$ cat src/rtl/rr_pkt_arbiter_pkg.sv
// Shared types and the rotating-priority pick function for the packet arbiter.
package rr_pkt_arbiter_pkg;

    localparam int unsigned MAX_REQ  = 64;
    localparam int unsigned MAX_ID_W = 6;
    localparam int unsigned SUM_W    = MAX_ID_W + 1;

    typedef enum logic {
        IDLE = 1'b0,
        BUSY = 1'b1
    } arb_state_t;

    // First set request scanning ptr, ptr+1, ... wrapping at n; ptr must be < n.
    function automatic logic [MAX_ID_W-1:0] rr_pick(
        input logic [MAX_REQ-1:0]  req,
        input logic [MAX_ID_W-1:0] ptr,
        input int unsigned         n
    );
        logic [MAX_ID_W-1:0] win;
        logic [SUM_W-1:0]    sum;
        logic [MAX_ID_W-1:0] idx;
        logic                found;
        win   = '0;
        found = 1'b0;
        for (int unsigned k = 0; k < MAX_REQ; k++) begin
            sum = SUM_W'(ptr) + SUM_W'(k);
            if (32'(sum) >= n) begin
                sum = sum - SUM_W'(n);
            end
            idx = sum[MAX_ID_W-1:0];
            if ((k < n) && !found && req[idx]) begin
                win   = idx;
                found = 1'b1;
            end
        end
        return win;
    endfunction

endpackage

$ cat src/rtl/rr_prio_picker.sv
// Combinational rotating-priority picker: request vector + pointer -> winner index.
module rr_prio_picker
    import rr_pkt_arbiter_pkg::*;
#(
    parameter  int unsigned N    = 16,
    localparam int unsigned ID_W = (N > 1) ? $clog2(N) : 1
) (
    input  logic [N-1:0]    req,
    input  logic [ID_W-1:0] ptr,
    output logic [ID_W-1:0] idx_c,
    output logic            any_req_c
);

    logic [MAX_REQ-1:0]  req_ext;
    logic [MAX_ID_W-1:0] ptr_ext;
    logic [MAX_ID_W-1:0] win;

    always_comb begin
        req_ext   = MAX_REQ'(req);
        ptr_ext   = MAX_ID_W'(ptr);
        win       = rr_pick(req_ext, ptr_ext, N);
        idx_c     = ID_W'(win);
        any_req_c = |req;
    end

endmodule

$ cat src/rtl/rr_pkt_arbiter.sv
// Packet-level round-robin arbiter: locks a grant per packet and muxes it
// into a registered output slice tagged with the source index.
module rr_pkt_arbiter
    import rr_pkt_arbiter_pkg::*;
#(
    parameter  int unsigned NUM_REQUESTORS = 16,
    parameter  int unsigned DATA_W         = 64,
    localparam int unsigned ID_W           = (NUM_REQUESTORS > 1) ? $clog2(NUM_REQUESTORS) : 1
) (
    input  logic                               clk,
    input  logic                               rst_n,
    input  logic [NUM_REQUESTORS-1:0]          s_valid_i,
    input  logic [NUM_REQUESTORS*DATA_W-1:0]   s_data_i,
    input  logic [NUM_REQUESTORS-1:0]          s_last_i,
    output logic [NUM_REQUESTORS-1:0]          s_ready_o,
    output logic                               m_valid_o,
    output logic [DATA_W-1:0]                  m_data_o,
    output logic                               m_last_o,
    output logic [ID_W-1:0]                    m_id_o,
    input  logic                               m_ready_i
);

    localparam int unsigned LAST_IDX = NUM_REQUESTORS - 1;

    arb_state_t        state_q, state_d;
    logic [ID_W-1:0]   grant_q, grant_d;
    logic [ID_W-1:0]   prio_ptr_q, prio_ptr_d;
    logic              m_valid_d;
    logic [DATA_W-1:0] m_data_d;
    logic              m_last_d;
    logic [ID_W-1:0]   m_id_d;

    logic [ID_W-1:0]   pick_idx;
    logic              pick_any;
    logic              slice_free;
    logic              accept;
    logic              sel_valid;
    logic              sel_last;
    logic [DATA_W-1:0] sel_data;
    logic [DATA_W-1:0] data_arr [NUM_REQUESTORS];

    for (genvar i = 0; i < NUM_REQUESTORS; i++) begin : g_unpack
        assign data_arr[i] = s_data_i[i*DATA_W +: DATA_W];
    end

    rr_prio_picker #(
        .N (NUM_REQUESTORS)
    ) u_picker (
        .req       (s_valid_i),
        .ptr       (prio_ptr_q),
        .idx_c     (pick_idx),
        .any_req_c (pick_any)
    );

    // Next-state, grant lock, ready steering and output-slice load/drain.
    always_comb begin
        state_d    = state_q;
        grant_d    = grant_q;
        prio_ptr_d = prio_ptr_q;
        m_valid_d  = m_valid_o;
        m_data_d   = m_data_o;
        m_last_d   = m_last_o;
        m_id_d     = m_id_o;
        s_ready_o  = '0;
        accept     = 1'b0;
        slice_free = !m_valid_o || m_ready_i;
        sel_valid  = s_valid_i[grant_q];
        sel_last   = s_last_i[grant_q];
        sel_data   = data_arr[grant_q];

        case (state_q)
            IDLE: begin
                if (pick_any) begin
                    grant_d = pick_idx;
                    state_d = BUSY;
                end
            end
            BUSY: begin
                s_ready_o[grant_q] = slice_free;
                accept             = sel_valid && slice_free;
                if (accept && sel_last) begin
                    state_d    = IDLE;
                    prio_ptr_d = (32'(grant_q) == LAST_IDX) ? '0 : grant_q + ID_W'(1);
                end
            end
            default: begin
                state_d = IDLE;
            end
        endcase

        if (accept) begin
            m_valid_d = 1'b1;
            m_data_d  = sel_data;
            m_last_d  = sel_last;
            m_id_d    = grant_q;
        end else if (m_ready_i) begin
            m_valid_d = 1'b0;
        end
    end

    always_ff @(posedge clk) begin
        if (!rst_n) begin
            state_q    <= IDLE;
            grant_q    <= '0;
            prio_ptr_q <= '0;
            m_valid_o  <= 1'b0;
            m_data_o   <= '0;
            m_last_o   <= 1'b0;
            m_id_o     <= '0;
        end else begin
            state_q    <= state_d;
            grant_q    <= grant_d;
            prio_ptr_q <= prio_ptr_d;
            m_valid_o  <= m_valid_d;
            m_data_o   <= m_data_d;
            m_last_o   <= m_last_d;
            m_id_o     <= m_id_d;
        end
    end

endmodule
$ cat config.mk
export PLATFORM = sky130hd
export DESIGN_NAME = rr_pkt_arbiter
export DESIGN_NICKNAME = d
export VERILOG_FILES = /design/src/rtl/rr_pkt_arbiter_pkg.sv /design/src/rtl/rr_prio_picker.sv /design/src/rtl/rr_pkt_arbiter.sv
export SDC_FILE = /design/constraint.sdc
export NUM_CORES = 1
export LEC_CHECK = 0
export ABC_AREA = 1
export ABC_CLOCK_PERIOD_IN_PS = 4210
export CAP_MARGIN = 20
export CORE_AREA = 2 2 440 442
export CTS_CLUSTER_DIAMETER = 50
export DETAILED_ROUTE_END_ITERATION = 8
export DIE_AREA = 0 0 442 444
export GPL_ROUTABILITY_DRIVEN = 1
export HOLD_SLACK_MARGIN = 0.12
export SETUP_SLACK_MARGIN = 0.05
export SLEW_MARGIN = 20
export SYNTH_ARGS = -nofsm -noshare
export SYNTH_HDL_FRONTEND = slang
export SYNTH_SLANG_ARGS = --single-unit
$ cat constraint.sdc
create_clock -name clk -period 4.21 [get_ports clk]
set_clock_uncertainty 0.2 [all_clocks]
set_input_delay 0.842 -clock clk [delete_from_list [all_inputs] [get_ports clk]]
set_output_delay 0.842 -clock clk [all_outputs]
set_load 0.02 [all_outputs]
==> results of run 1 <==
[path summary, 6_finish.rpt]
kind,from,endpoint,slack [ns]
worst max-delay path,m_ready_i,s_ready_o[10],0.61
worst min-delay path,m_last_o,m_last_o,0.30
worst max register to register,prio_ptr_q[1],grant_q[1],0.75
worst min register to register,m_last_o,m_last_o,0.30
[stage by stage]
step / utilization (%) / cell area, um2
floorplan: - / 12800
global placement: 14.4 / 27600
detailed placement: 14.4 / 27600
CTS: 14.6 / 27900
global route: 14.6 / 27900
finish: 14.6 / 28000
[flip-flops by register name (all words and copies together) (netlist names)]
signal	flops
state_q	1
prio_ptr_q	4
grant_q	4
m_last_o	1
m_data_o	64
m_id_o	4
m_valid_o	1
[cells by family (layout without fill, tap and decap cells)]
kind of cell             Yosys count  after routing  synth area share [%]
XOR/XNOR                          10             10                 0.745
buffers and inverters            298           1333                  9.00
other                              0             33                     0
AND/OR/NAND/NOR                  850            850                  27.1
flip-flops                        79             79                  12.4
AO/OA/AOI/OAI                   1092           1092                  49.3
adder cells (fa/ha/maj)           15             15                  1.47
[synthesized netlist by cell type (2+ instances only)]
cell      number  area, um2
nor2_4         3       33.8
buf_4          2       15.0
o21ai_0      606       3030
buf_2          6       30.0
nand2_1      126        473
o21a_1         3       22.5
nor2_1       595       2230
nand4_4        2       42.5
nor3_2         2       20.0
a21oi_1       89        445
buf_1          8       30.0
a221oi_1      64        561
nand4_1       12       75.1
inv_2          7       26.3
a22o_1        64        561
xor2_1         8       70.1
nand3_1       98        490
dfxtp_1       79       1580
a211oi_1       2       15.0
nor3_1         4       20.0
ha_1          15        188
clkbuf_1     219        822
o22ai_1      261       1630
inv_1         53        199
buf_6          2       22.5
nor4_1         4       25.0
[cell usage in the layout, fill, tap and decap left out, types with 64 or more instances in the layout]
cell,synthesis,routed
nand2_1,126,126
a21oi_1,89,89
clkdlybuf4s50_1,0,1140
buf_4,2,98
nor2_1,595,593
dfxtp_1,79,77
o22ai_1,261,261
a22o_1,64,64
o21ai_0,606,604
nand3_1,98,98
a221oi_1,64,64
[routing by layer]
metal  share of wire [%]  wire [um]
met5                0.24        421
met4                 2.6       4570
met3                 8.4      14900
met2                  50      88900
met1                  39      69200
[final cells by class]
cell class | instances | area, um2 | area share, %
repair buffers | 1256 | 12500 | 44.7
multi-input cells | 1967 | 10000 | 35.9
well taps | 2526 | 3160 | 11.3
flip-flops and latches | 79 | 1590 | 5.68
clock buffers | 11 | 264 | 0.944
inverters | 61 | 251 | 0.899
diodes | 33 | 82.6 | 0.295
clock inverters | 5 | 67.6 | 0.242
[worst min-delay path: cells and delay by family, from the launching register on]
kind             cells  cell delay [ns]
AND/OR/NAND/NOR      1             0.06
AO/OA/AOI/OAI        1             0.06
flip-flops           1             0.34
[power groups by stage]
stage	Combinational [uW]	Clock [uW]	Sequential [uW]
finish	11100	1010	1290
detailed placement	11100	0	1290
CTS	11200	1070	1280
global placement	11200	0	1290
global route	11800	1080	1320
floorplan	4960	0	1580
==> key figures, run 1 <==
Worst setup path
  • Worst EP arrival: roughly 2.6 ns
  • Crit Path Class: in2out
  • Req. time, crit path: 3.17 ns
  • Slowest CP cell: clkdlybuf4s50_1
  • Crit path cell chain: clkdlybuf4s50_1 -> nor2_1 -> nor2_1 -> buf_4 -> nand2_1 -> nor2_1 -> clkdlybuf4s50_1
  • CP endpoint kind: output pin
  • Most used cell, CP: nor2_1
  • Worst Path Max Fanout: 5
  • Critical path startpoint category: primary input
  • CP bufs+invs: 3
  • Worst-case reg-to-reg path depth: 20
  • Worst path depth: 7
  • Crit-path max cell delay: 0.66 ns
  • Family with the most delay on the worst path: buffers and inverters

Clocking
  • CTS HTree Levels: 3
  • Hold buffer count at CTS: 0
  • Number of buffers created by CTS: 9
  • TritonCTS clock tree: done
  • Maximum clock path buffer count: 2
  • Post CTS Setup Buffer Count: 0
  • Post-CTS sizing: 0
  • CTS Root Buffer Type: clkbuf_16
  • Clock slew at reported path FFs: around 0.1 ns
  • Clk_lat worst skew: between 0.4 and 0.5 ns
  • TritonCTS Sinks: between 70 and 80

Min path
  • HP Class: reg2reg
  • WHS Path Cells: 2

Logic synthesis
  • Post-Syn Nets: 3418
  • EDFF count, synth: 0
  • Synth cell types: 36
  • Ys async rst share: 0%
  • Ys Warns: 0
  • Post-Syn Area: 12800 um2
  • Avg Inst Size Synth: 5.45 um2
  • Commonest register cell after synthesis: dfxtp_1
  • FF+latch count, synth: slightly below 80
  • Seq/Total Area, Yosys: 12.4%
  • Post-synthesis cell count: around 2300

Die
  • # rows: around 160
  • Die footprint: between 150000 and 200000 um2
  • Core Box Area: between 150000 and 200000 um2
  • Ports: 1145
  • Die X: 442 um
  • Die height: approximately 440 um
  • Initial core utilization: roughly 6.7%

GRT
  • M2 GR Usage: between 30% and 40%
  • Vias in the first global route: around 22000
  • Most Used Layer, Global Route: met2
  • GRT Util Overall: 17.2%
  • Largest net degree at the start of global routing: 125
  • Met3 Usage GRT: about 4.6%
  • Met1 Track Usage GR: 20.3%
  • Antenna violations before repair: around 130
  • Grt ovf: 0
  • First-pass GRT wire length: approximately 220 mm

Place
  • Final HPWL DP: 155 mm
  • Gpl congestion: between 1 and 1.5
  • Place WS: about 0.35 ns
  • Dpl cells: approximately 6000
  • Port bufs: 1144

Route
  • Final WL: about 180 mm
  • Residual DRC: 0
  • First-pass DRT Iterations: 6
  • Antenna viol nets, final: 0
  • Total number of vias: about 24000
  • DR WL/cell: about 30 um
  • DRT iter0 DRCs: approximately 2500
  • Vias per inst: between 4 and 5

Pwr
  • Peak VDD IR: around 0.23 mV
  • Power Dens Cells: around 480 nW/um2
  • Static Leak: 0.00977 uW
  • Internal: about 5500 uW
  • Comb pwr share: between 80% and 90%
  • Total Power: 13400 uW
  • Part of the power in registers: under 10%
  • Clock share of power: around 7.5%
  • Switch share: about three fifths
  • Sw power: just under 8000 uW

Run status
  • Status: finished clean

Cells and area
  • Fillcell total: about 22000
  • Area delta synth->final: 119%
  • Share of cells above drive strength 1: 4.71%
  • Post-route insts no fill: 5938
  • # nets final: roughly 4400

Timing
  • Total negative slack: 0 ns
  • RSZ-0062 raised after global routing: no
  • Fin. Hold Viols: 0
  • Slew Viols, Final: 0
  • Worst-Margin Slew: 1.12 ns
  • Final setup margin: approximately 0.61 ns
  • Slew headroom: between 20% and 30%
  • Final setup viols: 0
  • Final period util: a little under nine tenths
  • Crit path time final: ~3.6 ns
  • Min Hold Slack: ~0.30 ns
  • Max frequency: ~280 MHz

Run
  • Max-cap violations: 0
No activity file was read; power rests on OpenSTA's default activity.
==> run 2: changes to the inputs <==
Settings changed: CELL_PAD_IN_SITES_DETAIL_PLACEMENT set to 2, CELL_PAD_IN_SITES_GLOBAL_PLACEMENT set to 2, CORE_AREA 2 2 440 442 to 2 2 450 452, DIE_AREA 0 0 442 444 to 0 0 452 454, PLACE_DENSITY_LB_ADDON set to 0.1.
==> run 2 against run 1 <==
Against the previous run: worst hold slack worse by 0.0068 ns; sequential share of layout area about the same; die area up 4.6%; via count is 2.7% lower; first-iteration DRC count shrank 47%; combinational power barely moved; sequential power hardly changed; total power decreased by 0.30%; clock-buffer cell count is the same; clock power barely moved; largest power group unchanged.
==> key figures, run 2 (synthesized netlist as in run 1, its figures left out) <==
Clocking
  • Maximum clock path buffer count: 2
  • Hold buffer count at CTS: 0
  • Clock slew at reported path FFs: ~0.070 ns
  • CTS HTree Levels: 3
  • TritonCTS clock tree: done
  • Post CTS Setup Buffer Count: 0
  • TritonCTS Sinks: between 70 and 80
  • Clk_lat worst skew: ~0.43 ns
  • CTS Root Buffer Type: clkbuf_16
  • Number of buffers created by CTS: 9
  • Post-CTS sizing: 0

Route
  • Met1 Routed Length: around 77 mm
  • DR WL met2: approximately 110 mm
  • DR WL/cell: 33.2 um
  • Antenna viol nets, final: 0
  • First-pass DRT Iterations: 5
  • Total number of vias: between 20000 and 25000
  • DRT iter0 DRCs: 1347
  • Final WL: 202 mm
  • Residual DRC: 0
  • Max layer used: met5
  • Vias per inst: around 3.8
  • DR WL met3: 12.3 mm

Timing
  • Max frequency: 264 MHz
  • Slew Viols, Final: 0
  • Final setup viols: 0
  • Fin. Hold Viols: 0
  • Slew headroom: 14.8%
  • Total negative slack: 0 ns
  • Crit path time final: 3.79 ns
  • Final period util: between 90% and 100%
  • Min Hold Slack: a little under 0.3 ns
  • Worst-Margin Slew: around 1.3 ns
  • RSZ-0062 raised after global routing: no

Min path
  • Endpoint, Worst Hold: m_id_o[2]
  • WHS Path Cells: 2
  • Min-delay src: m_id_o[2]
  • HP Class: reg2reg

Run status
  • Status: finished clean

Die
  • Die X: about 450 um
  • Initial core utilization: roughly 6.4%
  • # rows: 165
  • Die footprint: between 200000 and 250000 um2
  • Die height: between 400 and 500 um
  • Ports: approximately 1100
  • Core Box Area: 201000 um2

Cells and area
  • Largest Register: m_data_o
  • Most common cell after layout, fill and taps aside: clkdlybuf4s50_1
  • Design area: ~28000 um2
  • Area delta synth->final: 121%
  • # nets final: between 4000 and 5000
  • Final core utilization: between 10% and 20%
  • Post-route insts no fill: roughly 6000
  • Max reg flops: 64
  • Share of cells above drive strength 1: between 4 and 5%
  • Most frequent cells in the layout: 1139 x clkdlybuf4s50_1, 603 x o21ai_0, 593 x nor2_1

GRT
  • Largest net degree at the start of global routing: 91
  • Antenna violations before repair: between 200 and 250
  • GRT Util Overall: 18.8%
  • Grt ovf: 0
  • Vias in the first global route: 24800
  • First-pass GRT wire length: roughly 260 mm

Worst setup path
  • CP endpoint kind: output pin
  • Worst EP arrival: between 2 and 3 ns
  • Crit-path max cell delay: 0.62 ns
  • Worst-case reg-to-reg path depth: 19
  • Slowest CP cell: clkdlybuf4s50_1
  • Critical R2R Launch: prio_ptr_q[1]
  • Critical path startpoint category: primary input
  • End of the worst register-to-register path: grant_q[2]
  • Crit Path Class: in2out
  • Req. time, crit path: about 3.2 ns
  • Worst Path Max Fanout: 4
  • R2R setup slack: just over 0.5 ns
  • Crit path cell chain: clkdlybuf4s50_1 -> nor2_1 -> nor2_1 -> nand2_1 -> nor2_1 -> clkdlybuf4s50_1
  • Most used cell, CP: nor2_1

Pwr
  • Peak VDD IR: 0.354 mV
  • Static Leak: between 0.009 and 0.01 uW
  • Power Dens Cells: ~470 nW/um2

Place
  • Port bufs: roughly 1100
  • Gpl congestion: about 0.83
  • Placed Area: between 20000 and 30000 um2
  • Dpl cells: 6017
  • Final HPWL DP: approximately 170 mm

Run
  • Max-cap violations: 0
[run 2: worst max-delay path, delay by kind of cell]
kind | cells | cell delay (ns)
simple gates | 4 | 0.82
buf+inv | 2 | 1.08
[run 2: power by group]
group          internal [uW]  switching (uW)
clock                    523             504
sequential              1070             245
combinational           3730            7280
total                   5320            8020
[run 2: layout make-up]
type / count / area (um2)
Multi-Input combinational cell: 1967 / 10000
Fill cell: 23900 / 173000
Timing Repair Buffer: 1238 / 12500
Sequential cell: 79 / 1590
Inverter: 61 / 254
Tap cell: 2672 / 3340
Clock buffer: 11 / 233
Clock inverter: 5 / 81.3
Antenna cell: 51 / 128
[run 2: worst max-delay path by stage]
stage               endpoint           from
2_1_floorplan     grant_q[0]  prio_ptr_q[1]
3_3_place_gp      grant_q[1]   s_valid_i[3]
3_5_place_dp      grant_q[3]   s_valid_i[2]
4_1_cts        s_ready_o[12]      m_ready_i
5_1_grt           grant_q[3]  prio_ptr_q[1]
6_report       s_ready_o[15]      m_ready_i
[run 2: metal layers]
metal | up-vias | global-route usage [%]
li1 | 10600 | -
met1 | 11400 | 20.3
met2 | 842 | 36.2
met3 | 404 | 5.27
met4 | 128 | 3.45
met5 | - | 0
[run 2: metrics by stage]
step	total power, uW	worst slack, ns
after floorplan	6540	1.01
after global placement	12700	0.190
after detailed placement	12700	0.194
after CTS	13800	0.299
after global routing	14500	0.133
final	13300	0.421
